<file path="config.mk">
export PLATFORM = sky130hd
export DESIGN_NAME = co_rotator_param
export DESIGN_NICKNAME = d
export VERILOG_FILES = /design/src/rtl/co_rotator_param.sv
export SDC_FILE = /design/constraint.sdc
export NUM_CORES = 1
export LEC_CHECK = 0
export BUFFER_PORTS_ARGS = -buffer_cell sky130_fd_sc_hd__buf_4
export CAP_MARGIN = 20
export CORE_ASPECT_RATIO = 0.7
export CORE_MARGIN = 1
export CORE_UTILIZATION = 55
export DETAILED_ROUTE_END_ITERATION = 8
export PLACE_DENSITY = 0.72
export SLEW_MARGIN = 20
export SYNTH_ARGS = -nofsm -noshare
export SYNTH_HDL_FRONTEND = slang
export SYNTH_SLANG_ARGS = --single-unit
</file>
<file path="constraint.sdc">
create_clock -name clk -period 8 [get_ports clk]
set_input_delay 1.6 -clock clk [delete_from_list [all_inputs] [get_ports clk]]
set_output_delay 1.6 -clock clk [all_outputs]
set_load 0.03 [all_outputs]
</file>
<file path="src/rtl/co_rotator_param.sv">
`default_nettype none
// ============================================================================
// co_rotator_param : carrier-offset rotator, (I+jQ)*exp(+/-j*phase), 3-cycle latency
// Rev 1.0
// ============================================================================
module co_rotator_param #(
  parameter int IN_W    = 2,
  parameter int OUT_W   = 14,
  parameter int PHASE_W = 16,
  parameter int LUT_AW  = 8,
  parameter int COEF_W  = 12
) (
  input  logic                      clk,
  input  logic                      rst,
  input  logic                      en,
  input  logic signed [IN_W-1:0]    I,
  input  logic signed [IN_W-1:0]    Q,
  input  logic        [PHASE_W-1:0] freq_word,
  input  logic                      dir,
  input  logic                      bypass,
  input  logic                      phase_clr,
  output logic signed [OUT_W-1:0]   I_ro,
  output logic signed [OUT_W-1:0]   Q_ro,
  output logic                      out_valid
);

  localparam int  LUT_N  = 1 << LUT_AW;
  localparam int  PROD_W = IN_W + COEF_W;
  localparam int  SUM_W  = PROD_W + 1;
  localparam int  AMP    = (1 << (COEF_W - 1)) - 1;
  localparam real PI     = 3.14159265358979323846;

  function automatic real taylor_sin(input real x);
    real term, sum;
    term = x;
    sum  = x;
    for (int n = 1; n < 16; n++) begin
      term = -term * x * x / real'((2 * n) * (2 * n + 1));
      sum  = sum + term;
    end
    return sum;
  endfunction

  function automatic real taylor_cos(input real x);
    real term, sum;
    term = 1.0;
    sum  = 1.0;
    for (int n = 1; n < 16; n++) begin
      term = -term * x * x / real'((2 * n - 1) * (2 * n));
      sum  = sum + term;
    end
    return sum;
  endfunction

  function automatic int round_amp(input real x);
    real y;
    y = x * real'(AMP);
    return (y >= 0.0) ? $rtoi(y + 0.5) : -$rtoi(0.5 - y);
  endfunction

  // Angles are folded into the first quadrant so the table is exactly symmetric.
  function automatic logic [LUT_N*COEF_W-1:0] build_tab(input bit want_sin);
    logic [LUT_N*COEF_W-1:0] tab;
    int  quad, r, cv, sv, v;
    real ang;
    tab = '0;
    for (int k = 0; k < LUT_N; k++) begin
      quad = k / (LUT_N / 4);
      r    = k % (LUT_N / 4);
      ang  = 2.0 * PI * real'(r) / real'(LUT_N);
      cv   = round_amp(taylor_cos(ang));
      sv   = round_amp(taylor_sin(ang));
      case (quad)
        0:       v = want_sin ?  sv :  cv;
        1:       v = want_sin ?  cv : -sv;
        2:       v = want_sin ? -sv : -cv;
        default: v = want_sin ? -cv :  sv;
      endcase
      tab[k*COEF_W +: COEF_W] = v[COEF_W-1:0];
    end
    return tab;
  endfunction

  localparam logic [LUT_N*COEF_W-1:0] COS_TAB = build_tab(1'b0);
  localparam logic [LUT_N*COEF_W-1:0] SIN_TAB = build_tab(1'b1);

  logic signed [COEF_W-1:0] w_cos_tab [LUT_N];
  logic signed [COEF_W-1:0] w_sin_tab [LUT_N];

  for (genvar k = 0; k < LUT_N; k++) begin : g_lut
    assign w_cos_tab[k] = COS_TAB[k*COEF_W +: COEF_W];
    assign w_sin_tab[k] = SIN_TAB[k*COEF_W +: COEF_W];
  end

  logic [PHASE_W-1:0] acc_q, acc_d, w_p;
  logic               v1_q, v2_q, v3_q;
  logic [LUT_AW-1:0]  addr1_q;
  logic               dir1_q;
  logic [IN_W-1:0]    i1_q, q1_q, i2_q, q2_q;
  logic [COEF_W-1:0]  c2_q, s2_q;
  logic [PROD_W-1:0]  ic_q, qs_q, is_q, qc_q;
  logic [PROD_W-1:0]  w_i_ext, w_q_ext, w_c_ext, w_s_ext;
  logic [SUM_W-1:0]   w_i_sum, w_q_sum;
  logic [OUT_W-1:0]   w_i_out, w_q_out;

  always_comb begin
    w_p   = phase_clr ? '0 : acc_q;
    acc_d = en ? (w_p + freq_word) : w_p;
  end

  always_ff @(posedge clk) begin
    if (!rst) begin
      acc_q     <= '0;
      v1_q      <= 1'b0;
      v2_q      <= 1'b0;
      v3_q      <= 1'b0;
      out_valid <= 1'b0;
      I_ro      <= '0;
      Q_ro      <= '0;
    end else begin
      acc_q     <= acc_d;
      v1_q      <= en;
      v2_q      <= v1_q;
      v3_q      <= v2_q;
      out_valid <= v3_q;
      if (v3_q) begin
        I_ro <= w_i_out;
        Q_ro <= w_q_out;
      end
    end
  end

  // Operands sign-extended to full product width; low bits of the product are exact.
  assign w_i_ext = {{COEF_W{i2_q[IN_W-1]}}, i2_q};
  assign w_q_ext = {{COEF_W{q2_q[IN_W-1]}}, q2_q};
  assign w_c_ext = {{IN_W{c2_q[COEF_W-1]}}, c2_q};
  assign w_s_ext = {{IN_W{s2_q[COEF_W-1]}}, s2_q};

  always_ff @(posedge clk) begin
    if (en) begin
      addr1_q <= bypass ? '0 : w_p[PHASE_W-1 -: LUT_AW];
      dir1_q  <= dir;
      i1_q    <= I;
      q1_q    <= Q;
    end
    if (v1_q) begin
      c2_q <= w_cos_tab[addr1_q];
      s2_q <= dir1_q ? -w_sin_tab[addr1_q] : w_sin_tab[addr1_q];
      i2_q <= i1_q;
      q2_q <= q1_q;
    end
    if (v2_q) begin
      ic_q <= w_i_ext * w_c_ext;
      qs_q <= w_q_ext * w_s_ext;
      is_q <= w_i_ext * w_s_ext;
      qc_q <= w_q_ext * w_c_ext;
    end
  end

  assign w_i_sum = {ic_q[PROD_W-1], ic_q} - {qs_q[PROD_W-1], qs_q};
  assign w_q_sum = {is_q[PROD_W-1], is_q} + {qc_q[PROD_W-1], qc_q};

  if (SUM_W < OUT_W) begin : g_sext
    assign w_i_out = {{(OUT_W-SUM_W){w_i_sum[SUM_W-1]}}, w_i_sum};
    assign w_q_out = {{(OUT_W-SUM_W){w_q_sum[SUM_W-1]}}, w_q_sum};
  end else if (SUM_W == OUT_W) begin : g_pass
    assign w_i_out = w_i_sum;
    assign w_q_out = w_q_sum;
  end else begin : g_sat
    function automatic logic [OUT_W-1:0] sat(input logic [SUM_W-1:0] v);
      if ((&v[SUM_W-1:OUT_W-1]) || !(|v[SUM_W-1:OUT_W-1]))
        sat = v[OUT_W-1:0];
      else if (v[SUM_W-1])
        sat = {1'b1, {(OUT_W-1){1'b0}}};
      else
        sat = {1'b0, {(OUT_W-1){1'b1}}};
    endfunction
    assign w_i_out = sat(w_i_sum);
    assign w_q_out = sat(w_q_sum);
  end

endmodule
`default_nettype wire

</file>
# Word-level counts from Yosys, hierarchy flattened

Memory sizes are Yosys's and may differ from the RTL's. A register that Yosys moved wholly into a read port is not among the register bits.
Index checks and enable logic that the tools add are counted.

Add/sub/neg operators: 4
Reductions and logical operators: 8
Bitwise operators: 1
$lt $le $gt $ge: 1
Multiplexer cells: 9
$mul: 4

Operator list:

| kind                                           | count |
|---|---|
| 2-bit by 12-bit multiplier with 14-bit output  | 4 |
| 14-bit 2-to-1 mux                              | 4 |
| 12-bit 2-to-1 mux                              | 3 |
| 16-bit 2-to-1 mux                              | 2 |
| 16-bit adder                                   | 1 |
| 14-bit by 14-bit adder with 15-bit output      | 1 |
| 14-bit by 14-bit subtractor with 15-bit output | 1 |
| 12-bit negator                                 | 1 |
| 9-bit >= comparator, second input constant     | 1 |
| 8-bit NOT with 9-bit output                    | 1 |
| 2-bit AND reduction                            | 2 |
| 2-bit OR reduction                             | 2 |
| 1-bit logical NOT                              | 2 |
| 1-bit logical OR                               | 2 |

Bits in registers: 133
Word-level logic and storage cells: 47
Memories: 2
Memory bits (read-only): 6,144
Input port bits: 26

Memory list:

| memory           | depth | bits a word | rd ports | clocked after Yosys merged registers in | wr ports | RTL line | RTL |
|---|---|---|---|---|---|---|---|
| (name not given) | 256   | 12          | 1        | 0                                       | 0        | 148      | `s2_q <= dir1_q ? -w_sin_tab[addr1_q] : w_sin_tab[addr1_q];` |
| (name not given) | 256   | 12          | 1        | 1                                       | 0        | 147      | `c2_q <= w_cos_tab[addr1_q];` |

# Longest topological paths before layout

Gate-level depths: netlist (run 1).

Depth in word-level cells: 6
Mapped depth: 17
Depth with buffers taken out: 16

# Worst setup path before layout (run 1)

Ideal clock, no wire load.

Path kind: input to register
Start point: in phase_clr
End point: reg acc_q[12]
Library setup time: 0.126 ns
Slack: 4.063 ns
Cell stages on the path: 13
Data arrival time: 3.811 ns
Path through: clkbuf_1 nor2b_1 ha_1 inv_1 fa_1 nor2b_1 o21ai_0 a21boi_0 nor2_1 o31ai_1 a21o_1 a211o_1 o211ai_1

Word-level cells in the longest chain between the ends: 3

RTL lines:

| what                  | RTL line | RTL |
|---|---|---|
| start, declared       | 21       | `input logic phase_clr,` |
| 16-bit 2-to-1 mux (*) | 107      | `w_p = phase_clr ? '0 : acc_q;` |
| 16-bit adder          | 108      | `acc_d = en ? (w_p + freq_word) : w_p;` |
| 16-bit 2-to-1 mux (*) | 108      |  |
| end signal, assigned  | 113      | `acc_q <= '0;` |
| end signal, assigned  | 121      | `acc_q <= acc_d;` |
| end, declared         | 95       | `logic [PHASE_W-1:0] acc_q, acc_d, w_p;` |

Every way passes the cells marked *; elsewhere a longest branch is shown, timed or not.
A chain may end at the register's enable or synchronous reset.

# Worst setup path in the final report (run 1)

Start point: reg addr1_q[0]
End point: reg s2_q[5], data pin

Word-level cells in the longest chain between the ends: 6

RTL lines:

| what                                                     | RTL line | RTL |
|---|---|---|
| start, declared                                          | 97       | `logic [LUT_AW-1:0] addr1_q;` |
| start signal, assigned                                   | 141      | `addr1_q <= bypass ? '0 : w_p[PHASE_W-1 -: LUT_AW];` |
| 8-bit NOT with 9-bit output (not written as such) (*)    | 148      |  |
| memory 256 x 12 bit (*)                                  | --       |  |
| 12-bit 2-to-1 mux (not written as such) (*) (2 in a row) | 148      |  |
| 12-bit negator                                           | 148      |  |
| 12-bit 2-to-1 mux (*)                                    | 148      |  |
| end signal, assigned                                     | 148      |  |
| end, declared                                            | 100      | `logic [COEF_W-1:0] c2_q, s2_q;` |

Every way passes the cells marked *; elsewhere a longest branch is shown, timed or not. The select of a mux whose other input is x is not followed.

==> flow_summary.yaml, run 1 <==
run_status:
  status: "finished clean"
setup_path:
  cp_slowest_cell: "edfxtp_1"
  rr_worst_depth: 10
  worst-path-buf-inv: 1
  reg2reg_to: "s2_q[5]"
  slowest_delay_ps: 730
  path_cells: "inv_1, ha_1, or2_2, a31oi_1, a221oi_1, o31ai_2, o41ai_1, or2_0, o31ai_1, xor2_1"
  r2r-start: "addr1_q[0]"
  critical_path_class: "register to register"
  crit_start: "addr1_q[0]"
  worst-path-stages: 10
  ff2ff_setup_slack_ps: 3560
  setup.worst_path.end: "s2_q[5]"
  crit_fanout: 17
  crit_path_start_kind: "register"
  setup.worst_path.end_class: "register"
  cp.arrival_ps: 4610
  cp_top_family: "compound AO/OA/AOI/OAI gates"
  critical_path_required_ps: 8170
global_routing:
  grt-ovfl-total: 0
  grt_max_degree: 74
  grt_pass1_wl_mm: 65.65
  first_global_vias: 11280
  grtUsageTotal_pct: 33.26
  grt_antenna_before_repair: 1
clock_network:
  cts_hold_buf: 0
  cts_root_buffer: "clkbuf_16"
  cts_max_level: 4
  cts_sinks: 145
  cts_resized: 0
  clock_latency_ps: 440
  cts_buffers: 17
  clockBufferDepth: 2
  post_cts.repair.setup_buffers: 0
  cts_tree: "built"
  cts.clk_slew.worst_paths_ps: 60
placement:
  dp_slack_ps: 3760
  gp_congestion: 1.035
  portBuffers: 54
  hpwlAfterDp_mm: 31.29
floorplan:
  rows: 48
  core_area_um2: 24620
  start_util_pct: 56.05
  die_area_um2: 25740
  die_h_um: 134.5
  top_level_ports: 55
  die_w_um: 191.3
cells_and_area:
  nets: 1761
  multiInputGateArea_um2: 9246
  final.fill_count: 2201
  layout-drive-gt1-share_pct: 9.479
  area.sequential_um2: 3875
  syn_to_final_growth_pct: 8.050
drt:
  drt_iter0_drc: 1537
  firstDrtPassIters: 5
  viasPerCell: 6.520
  wl_mm: 42.32
  vias: 12510
  drcViolationCount: 0
  final_antenna_net_count: 0
  wl_per_cell_um: 22.05
power_and_ir_drop:
  clkPwrFrac_pct: 33.7
  p_leak_uw: 0.006195
  p_total_uw: 2508
  pwr-share-seq_pct: 35.8
  p_int_uw: 1646
  p_sw_uw: 861.7
  worst_ir_drop_vdd_v: 0.0001604
  p_sw_share_pct: 34.36
  comb_power_share_pct: 30.5
  p_per_area_nw_per_um2: 168.2
run:
  cap_violations: 0
timing:
  worst_slack_ps: 3558
  min_period_ps: 4442
  finalHoldViolCount: 0
  final.period_utilization_pct: 55.52
  slew_headroom_pct: 27.81
  slew_violations: 0
  tightestPinTransition_ps: 1079
  setup_viol: 0
  fin_tns_setup_ps: 0
  rsz0062_at_grt: "no"
  fmax_mhz: 225.1
  fin_skew_ps: 13.49
synthesis:
  synth_edf_count: 97
  avgSynthCellArea_um2: 8.730
  syn_area_um2: 13800
  synth_area_leaders: "edfxtp_1 (21%), ha_1 (13%), dfxtp_1 (7.0%)"
  synthFlopType: "edfxtp_1"
  ys_types: 94
  synth.ff_latch_count: 145
  syn-instance-count: 1581
  synth_fp_nets: 1762
  ys_seq_area_share_pct: 28.07
  synth_top_area_cell: "edfxtp_1"
  async_reset_ff_share_pct: 0
  yosysWarningCount: 0
  yosysTopAreaCellShare_pct: 21.10
min_path:
  hp-class: "register to register"
  hp-start: "q1_q[0]"
==> kinds of logic (layout without fill, tap and decap cells) <==
kind of cell | count (synthesis) | in the layout | synth area share, %
multiplexers | 27 | 27 | 2.121
AND/OR/NAND/NOR | 547 | 547 | 21.16
XOR/XNOR | 76 | 76 | 4.823
AO/OA/AOI/OAI | 454 | 454 | 22.61
buffers and inverters | 155 | 167 | 4.977
flip-flops | 145 | 145 | 28.07
other | 0 | 1 | 0
adder cells (fa/ha/maj) | 177 | 177 | 16.25
==> per-stage QoR <==
step | area, µm² | util (%) | hold WS [ps] | std cells
floorplan | 13800 | - | 400.3 | 1581
global placement | 14290 | 58.02 | 402.1 | 1885
detailed placement | 14290 | 58.02 | 405.2 | 1885
CTS | 14900 | 60.52 | 420.5 | 1917
global route | 14910 | 60.56 | 434.0 | 1919
finish | 14910 | 60.56 | 419.0 | 1919
==> worst min path at each step <==
stage / to / slack [ps] / depth (start not counted)
finish: q2_q[0] / 420 / 0
global route: q2_q[0] / 430 / 0
CTS: q2_q[0] / 420 / 0
detailed placement: q2_q[0] / 410 / 0
global placement: q2_q[0] / 400 / 0
floorplan: i2_q[0] / 400 / 0
==> power by group through the flow <==
stage / logic [µW] / registers, µW / clock network (µW)
after floorplan: 532 / 912 / 0
after global placement: 728 / 912 / 0
after detailed placement: 735 / 914 / 0
after CTS: 744 / 898 / 855
after global routing: 827 / 903 / 884
final: 764 / 899 / 845
==> layer usage <==
metal  track usage (%)  vias to the layer above  part of all wire, %
met3             7.796                       72                   11
met5                 0                        -                    0
met2             44.42                      667                   38
met4             8.201                        0                  2.0
met1             52.44                     5912                   49
li1                  -                     5861                    -
==> cell type report <==
cell class	count	area share, %
Sequential cell	145	25.98
Tap cell	325	2.727
Clock inverter	12	0.8558
Timing Repair Buffer	69	3.473
Clock buffer	20	3.280
Antenna cell	1	0.01678
Multi-Input combinational cell	1281	62.00
Inverter	66	1.661
==> flip-flops by register name, summed over array words and instances, names as in the netlist, 8 cells and up <==
signal,cells
acc_q,16
I_ro,14
Q_ro,14
ic_q,14
is_q,14
qc_q,14
qs_q,14
c2_q,12
s2_q,12
addr1_q,8
==> cell usage after synthesis, types with 8 or more instances <==
master	n
nand3b_1	9
ha_1	144
nor3_1	35
nor4_1	8
o21a_1	14
a31oi_1	19
nor3b_1	12
clkbuf_1	48
nor2_1	133
o221ai_1	8
a311oi_1	12
or2_2	15
mux2i_1	18
xnor2_1	50
and2_1	59
xor2_1	26
nor2b_1	69
or3_1	21
a211oi_1	16
o31ai_1	18
nand2b_1	43
dfxtp_1	48
buf_2	21
a211o_1	13
maj3_1	22
nand3_1	40
a21oi_1	110
nand2_1	62
o21ai_0	90
inv_1	65
fa_1	11
o211ai_1	14
o21bai_1	10
mux2_2	8
edfxtp_1	97
a21o_1	26
and3_1	11
==> placed cells by master (no fill, tap or decap), types with 13 or more instances in the layout <==
master     count
a21o_1        26
nand2b_1      43
nand2_1       62
nor3_1        34
buf_4         68
clkbuf_16     19
mux2i_1       18
o21ai_0       90
a21oi_1      110
xnor2_1       50
edfxtp_1      97
nor2_1       133
o211ai_1      14
or2_2         15
a211oi_1      16
maj3_1        22
nor2b_1       69
nand3_1       40
dfxtp_1       47
ha_1         144
and2_1        59
a31oi_1       19
inv_1         65
a211o_1       13
or3_1         21
o31ai_1       18
o21a_1        14
xor2_1        26
Power figures use the tool's default switching activity.
==> run 2: changes to the inputs <==
==> constraint.sdc (replaced) <==
create_clock -name clk -period 4.25 [get_ports clk]
set_input_delay 0.85 -clock clk [delete_from_list [all_inputs] [get_ports clk]]
set_output_delay 0.85 -clock clk [all_outputs]
set_load 0.03 [all_outputs]
==> run 2 against run 1 <==
  * Total power increased by 87%
  * Wire length increased by 0.64%
  * Global-route usage increased by 0.29 points
  * Sequential share of layout area decreased by 0.45 points
  * Register-to-register slack got worse by 3100 ps
  * Clock-buffer cell count increased by 1
  * Sequential power increased by 89%
  * First-iteration DRC count decreased by 2.5%
  * Critical path depth increased by 3
  * Clock skew about the same
  * Setup slack got worse by 3100 ps
  * Critical path type unchanged
  * Highest routed layer unchanged
==> flow_summary.yaml, run 2 (synthesis results as in run 1) <==
timing:
  slew_headroom_pct: 42.36
  fin_skew_ps: 13.89
  min_period_ps: 3813
  finalHoldViolCount: 0
  slew_violations: 0
  fmax_mhz: 262.2
  final.period_utilization_pct: 89.73
  fin_tns_setup_ps: 0
  rsz0062_at_grt: "no"
  setup_viol: 0
  worst_slack_ps: 436.5
  tightestPinTransition_ps: 863.4
cells_and_area:
  top_register: "acc_q"
  syn_to_final_growth_pct: 9.945
  antennaDiodeCount: 0
  multiInputGateArea_um2: 9241
  final_common_cell: "ha_1"
  final.fill_count: 2109
  area.sequential_um2: 3875
  layout_common_cells: "ha_1 (144), nor2_1 (133), a21oi_1 (110), edfxtp_1 (97), buf_4 (95)"
  layout-drive-gt1-share_pct: 11.02
  largest_reg_flops: 16
  nets: 1792
global_routing:
  grt_max_degree: 72
  grt_pass1_wl_mm: 65.22
  grt_antenna_before_repair: 1
  grtUsageTotal_pct: 33.55
  grt-ovfl-total: 0
  first_global_vias: 11180
power_and_ir_drop:
  p_per_area_nw_per_um2: 308.3
  p_leak_uw: 0.006351
  p_total_uw: 4678
  worst_ir_drop_vdd_v: 0.0002902
setup_path:
  critical_path_required_ps: 4480
  reg2reg_to: "qc_q[12]"
  worst-path-buf-inv: 2
  crit_fanout: 14
  setup.worst_path.end_class: "register"
  rr_worst_depth: 13
  ff2ff_setup_slack_ps: 440
  crit_path_start_kind: "register"
  cp.arrival_ps: 4040
  critical_path_class: "register to register"
  cp_slowest_cell: "fa_1"
  cp_top_family: "compound AO/OA/AOI/OAI gates"
  path_cells: "inv_1, buf_4, nor2_1, ha_1, ha_1, fa_1, a21o_1, a21oi_1, o21bai_1, a21oi_1, o21ai_0, a21o_1, o311ai_0"
  r2r-start: "q2_q[1]"
  slowest_delay_ps: 470
clock_network:
  cts_tree: "built"
  cts_buffers: 17
  cts.clk_slew.worst_paths_ps: 60
  post_cts.repair.setup_buffers: 0
  cts_root_buffer: "clkbuf_16"
  cts_sinks: 145
  cts_hold_buf: 0
  clockBufferDepth: 2
  cts_resized: 0
  cts_max_level: 4
  clock_latency_ps: 450
floorplan:
  die_w_um: 191.3
  top_level_ports: 55
  rows: 48
  core_area_um2: 24620
  die_h_um: 134.5
  start_util_pct: 56.05
  die_area_um2: 25740
drt:
  wl_per_cell_um: 21.85
  drt_iter0_drc: 1498
  final_antenna_net_count: 0
  vias: 12470
  viasPerCell: 6.398
  drcViolationCount: 0
  wl_mm: 42.59
  firstDrtPassIters: 5
min_path:
  hold_depth: 0
  hp-class: "register to register"
  hold_end: "i2_q[1]"
  hp-start: "i1_q[1]"
placement:
  dp_slack_ps: 458.7
  portBuffers: 54
  gp_congestion: 1.020
  hpwlAfterDp_mm: 32.42
run:
  cap_violations: 0
run_status:
  status: "finished clean"
## run 2: area by class of cell
cell class	instances	share of cell area, %
sequential	145	25.54
clock buffer	21	3.323
clock inverter	11	0.5689
multi-input combinational	1281	60.90
inverter	66	1.633
timing repair buffer	100	5.359
tap	325	2.680
## run 2: how the worst max path moves through the flow
stage / startpoint / end / slack (ps) / cells after the start
6_report: q2_q[1] / qc_q[12] / 440 / 13
2_1_floorplan: addr1_q[1] / s2_q[8] / 640 / 15
4_1_cts: q2_q[1] / qc_q[12] / 450 / 13
5_1_grt: addr1_q[0] / s2_q[8] / 150 / 13
3_3_place_gp: i2_q[0] / ic_q[12] / 580 / 12
3_5_place_dp: q2_q[1] / qc_q[12] / 460 / 13
## run 2: power by group
part / switching, µW / internal [µW] / leakage (µW)
clock: 663 / 862 / 0.000290
sequential: 73.5 / 1620 / 0.00130
combinational: 866 / 589 / 0.00476
total: 1600 / 3080 / 0.00635
## run 2: per-stage QoR
| step | hold slack [ps] | instances | utilization, % | cell area (µm²) |
|---|---|---|---|---|
| finish | 430.9 | 1949 | 61.63 | 15170 |
| global route | 442.0 | 1949 | 61.63 | 15170 |
| CTS | 432.8 | 1949 | 61.63 | 15170 |
| detailed placement | 414.4 | 1917 | 59.23 | 14580 |
| global placement | 404.1 | 1917 | 59.23 | 14580 |
| floorplan | 400.3 | 1581 | - | 13800 |
## run 2: metal layers
metal	up-vias	track usage (%)	wire, µm
met5	-	0	0
met4	0	7.319	606
met3	52	10.55	4872
met2	609	43.38	16090
met1	5877	52.75	21020
li1	5932	-	-
## run 2: worst reg2reg max path: stages, from the launching register on
cell      delay, ps
edfxtp_1        440
inv_1           410
buf_4           260
nor2_1           70
ha_1            280
ha_1            220
fa_1            470
a21o_1          190
a21oi_1         220
o21bai_1         90
a21oi_1         230
o21ai_0         140
a21o_1          230
o311ai_0        360
==> run 3: changes to the inputs <==
--- a/config.mk
+++ b/config.mk
@@ -11,6 +11,7 @@
 export CORE_MARGIN = 1
 export CORE_UTILIZATION = 55
 export DETAILED_ROUTE_END_ITERATION = 8
+export MAX_ROUTING_LAYER = met4
 export PLACE_DENSITY = 0.72
 export SLEW_MARGIN = 20
 export SYNTH_ARGS = -nofsm -noshare
==> run 3 against run 2 <==
  * Fmax decreased by 1.6%
  * Combinational power barely moved
  * Wire length is 3.1% higher
  * Flip-flop and latch count unchanged
  * Clock-buffer cell count shrank 4
  * Worst hold slack got worse by 10 ps
  * Via count up 1.2%
  * Global-route usage grew 1.3 points
  * Setup slack got worse by 62 ps
==> flow_summary.yaml, run 3 (synthesis results as in run 1) <==
run_status:
  status: "finished clean"
drt:
  wl_mm: 43.90
  final_antenna_net_count: 0
  vias: 12620
  wl_per_cell_um: 22.50
  firstDrtPassIters: 6
  drcViolationCount: 0
  drt_iter0_drc: 1572
  viasPerCell: 6.466
clock_network:
  cts_resized: 0
  cts_buffers: 17
  clockBufferDepth: 2
  cts_tree: "built"
  cts_max_level: 4
  cts.clk_slew.worst_paths_ps: 70
  post_cts.repair.setup_buffers: 0
  clock_latency_ps: 440
  cts_hold_buf: 0
  cts_sinks: 145
  cts_root_buffer: "clkbuf_16"
cells_and_area:
  final.fill_count: 2134
  antennaDiodeCount: 0
  fin_cells: 1951
  top_register: "acc_q"
  nets: 1794
  layout_common_cells: "ha_1 (144), nor2_1 (133), a21oi_1 (110), buf_4 (98), edfxtp_1 (97)"
  final_common_cell: "ha_1"
  layout-drive-gt1-share_pct: 11.25
  fin_util_pct: 61.56
  syn_to_final_growth_pct: 9.827
  largest_reg_flops: 16
global_routing:
  grt-ovfl-total: 0
  grt_max_degree: 73
  grt_antenna_before_repair: 0
  grt_pass1_wl_mm: 65.96
  first_global_vias: 11440
  grtUsageTotal_pct: 34.84
setup_path:
  rr_worst_depth: 12
  critical_path_class: "register to register"
  reg2reg_to: "is_q[12]"
  critical_path_required_ps: 4440
  ff2ff_setup_slack_ps: 370
  crit_start: "i2_q[1]"
  setup.worst_path.end: "is_q[12]"
  cp.arrival_ps: 4060
  crit_fanout: 26
  r2r-start: "i2_q[1]"
  setup.worst_path.end_class: "register"
  crit_path_start_kind: "register"
timing:
  fin_tns_setup_ps: 0
  setup_viol: 0
  min_period_ps: 3875
  rsz0062_at_grt: "no"
  final.period_utilization_pct: 91.18
  slew_violations: 0
  slew_headroom_pct: 34.83
  fmax_mhz: 258.1
  tightestPinTransition_ps: 967.3
  fin_skew_ps: 9.117
  whs_ps: 420.7
  finalHoldViolCount: 0
placement:
  hpwlAfterDp_mm: 32.75
  place_inst: 1919
  gp_congestion: 1.074
  portBuffers: 54
floorplan:
  die_area_um2: 25740
  rows: 48
  die_w_um: 191.3
  top_level_ports: 55
  die_h_um: 134.5
  core_area_um2: 24620
  start_util_pct: 56.05
min_path:
  hp-class: "register to register"
  hold_depth: 0
power_and_ir_drop:
  p_leak_uw: 0.006347
  p_per_area_nw_per_um2: 307.7
  worst_ir_drop_vdd_v: 0.0003134
run:
  cap_violations: 0
-- run 3: cell count changes in the layout (fill, tap and decap cells not counted), sizes merged --
| cell | previous run | this run |
|---|---|---|
| clkbuf | 21 | 17 |
| bufinv | 0 | 1 |
| buf | 100 | 102 |
| inv | 72 | 75 |
-- run 3: where the power goes --
part / switching [µW] / total, µW / internal [µW] / leakage [µW]
Combinational: 880 / 1470 / 591 / 0.00476
Clock: 668 / 1490 / 823 / 0.000284
Sequential: 78.3 / 1700 / 1620 / 0.00130
Total: 1630 / 4660 / 3040 / 0.00635
-- run 3: worst min-delay path by stage --
stage                  from       to  slack (ps)
CTS                 q1_q[0]  q2_q[0]         420
floorplan           i1_q[0]  i2_q[0]         400
global placement    i1_q[1]  i2_q[1]         400
finish              i1_q[1]  i2_q[1]         420
global route        i1_q[1]  i2_q[1]         430
detailed placement  q1_q[0]  q2_q[0]         410
-- run 3: final cells by class --
class / count / area [µm²] / area share [%]
multi-input cells: 1281 / 9241 / 60.97
inverters: 66 / 247.7 / 1.634
well taps: 325 / 406.6 / 2.683
clock buffers: 17 / 425.4 / 2.806
flip-flops and latches: 145 / 3875 / 25.56
clock inverters: 15 / 146.4 / 0.9657
repair buffers: 102 / 815.8 / 5.382
-- run 3: metrics by stage --
| step | area (µm²) | total power [µW] | setup WS [ps] |
|---|---|---|---|
| after global placement | 14590 | 3117 | 524.0 |
| after CTS | 15160 | 4641 | 394.7 |
| after floorplan | 13800 | 2718 | 641.7 |
| after global routing | 15160 | 4867 | 173.0 |
| after detailed placement | 14590 | 3139 | 450.2 |
| final | 15160 | 4664 | 375.0 |
-- run 3: layer usage --
metal  global-route usage (%)  up-vias  share of wire [%]
met5                        -        -                  0
met4                    7.231        0                1.4
met3                    12.89       76                 12
met2                    45.81      681                 39
met1                    50.10     5936                 47
li1                         -     5923                  -
-- run 3: critical path, stage by stage, from the launching register on --
cell	delay, ps
edfxtp_1	710
nor2b_1	280
fa_1	400
ha_1	230
fa_1	430
a21o_1	180
a21oi_1	230
o21bai_1	90
a21oi_1	230
o21bai_1	90
a21oi_1	290
nor4bb_1	100
or3_1	370
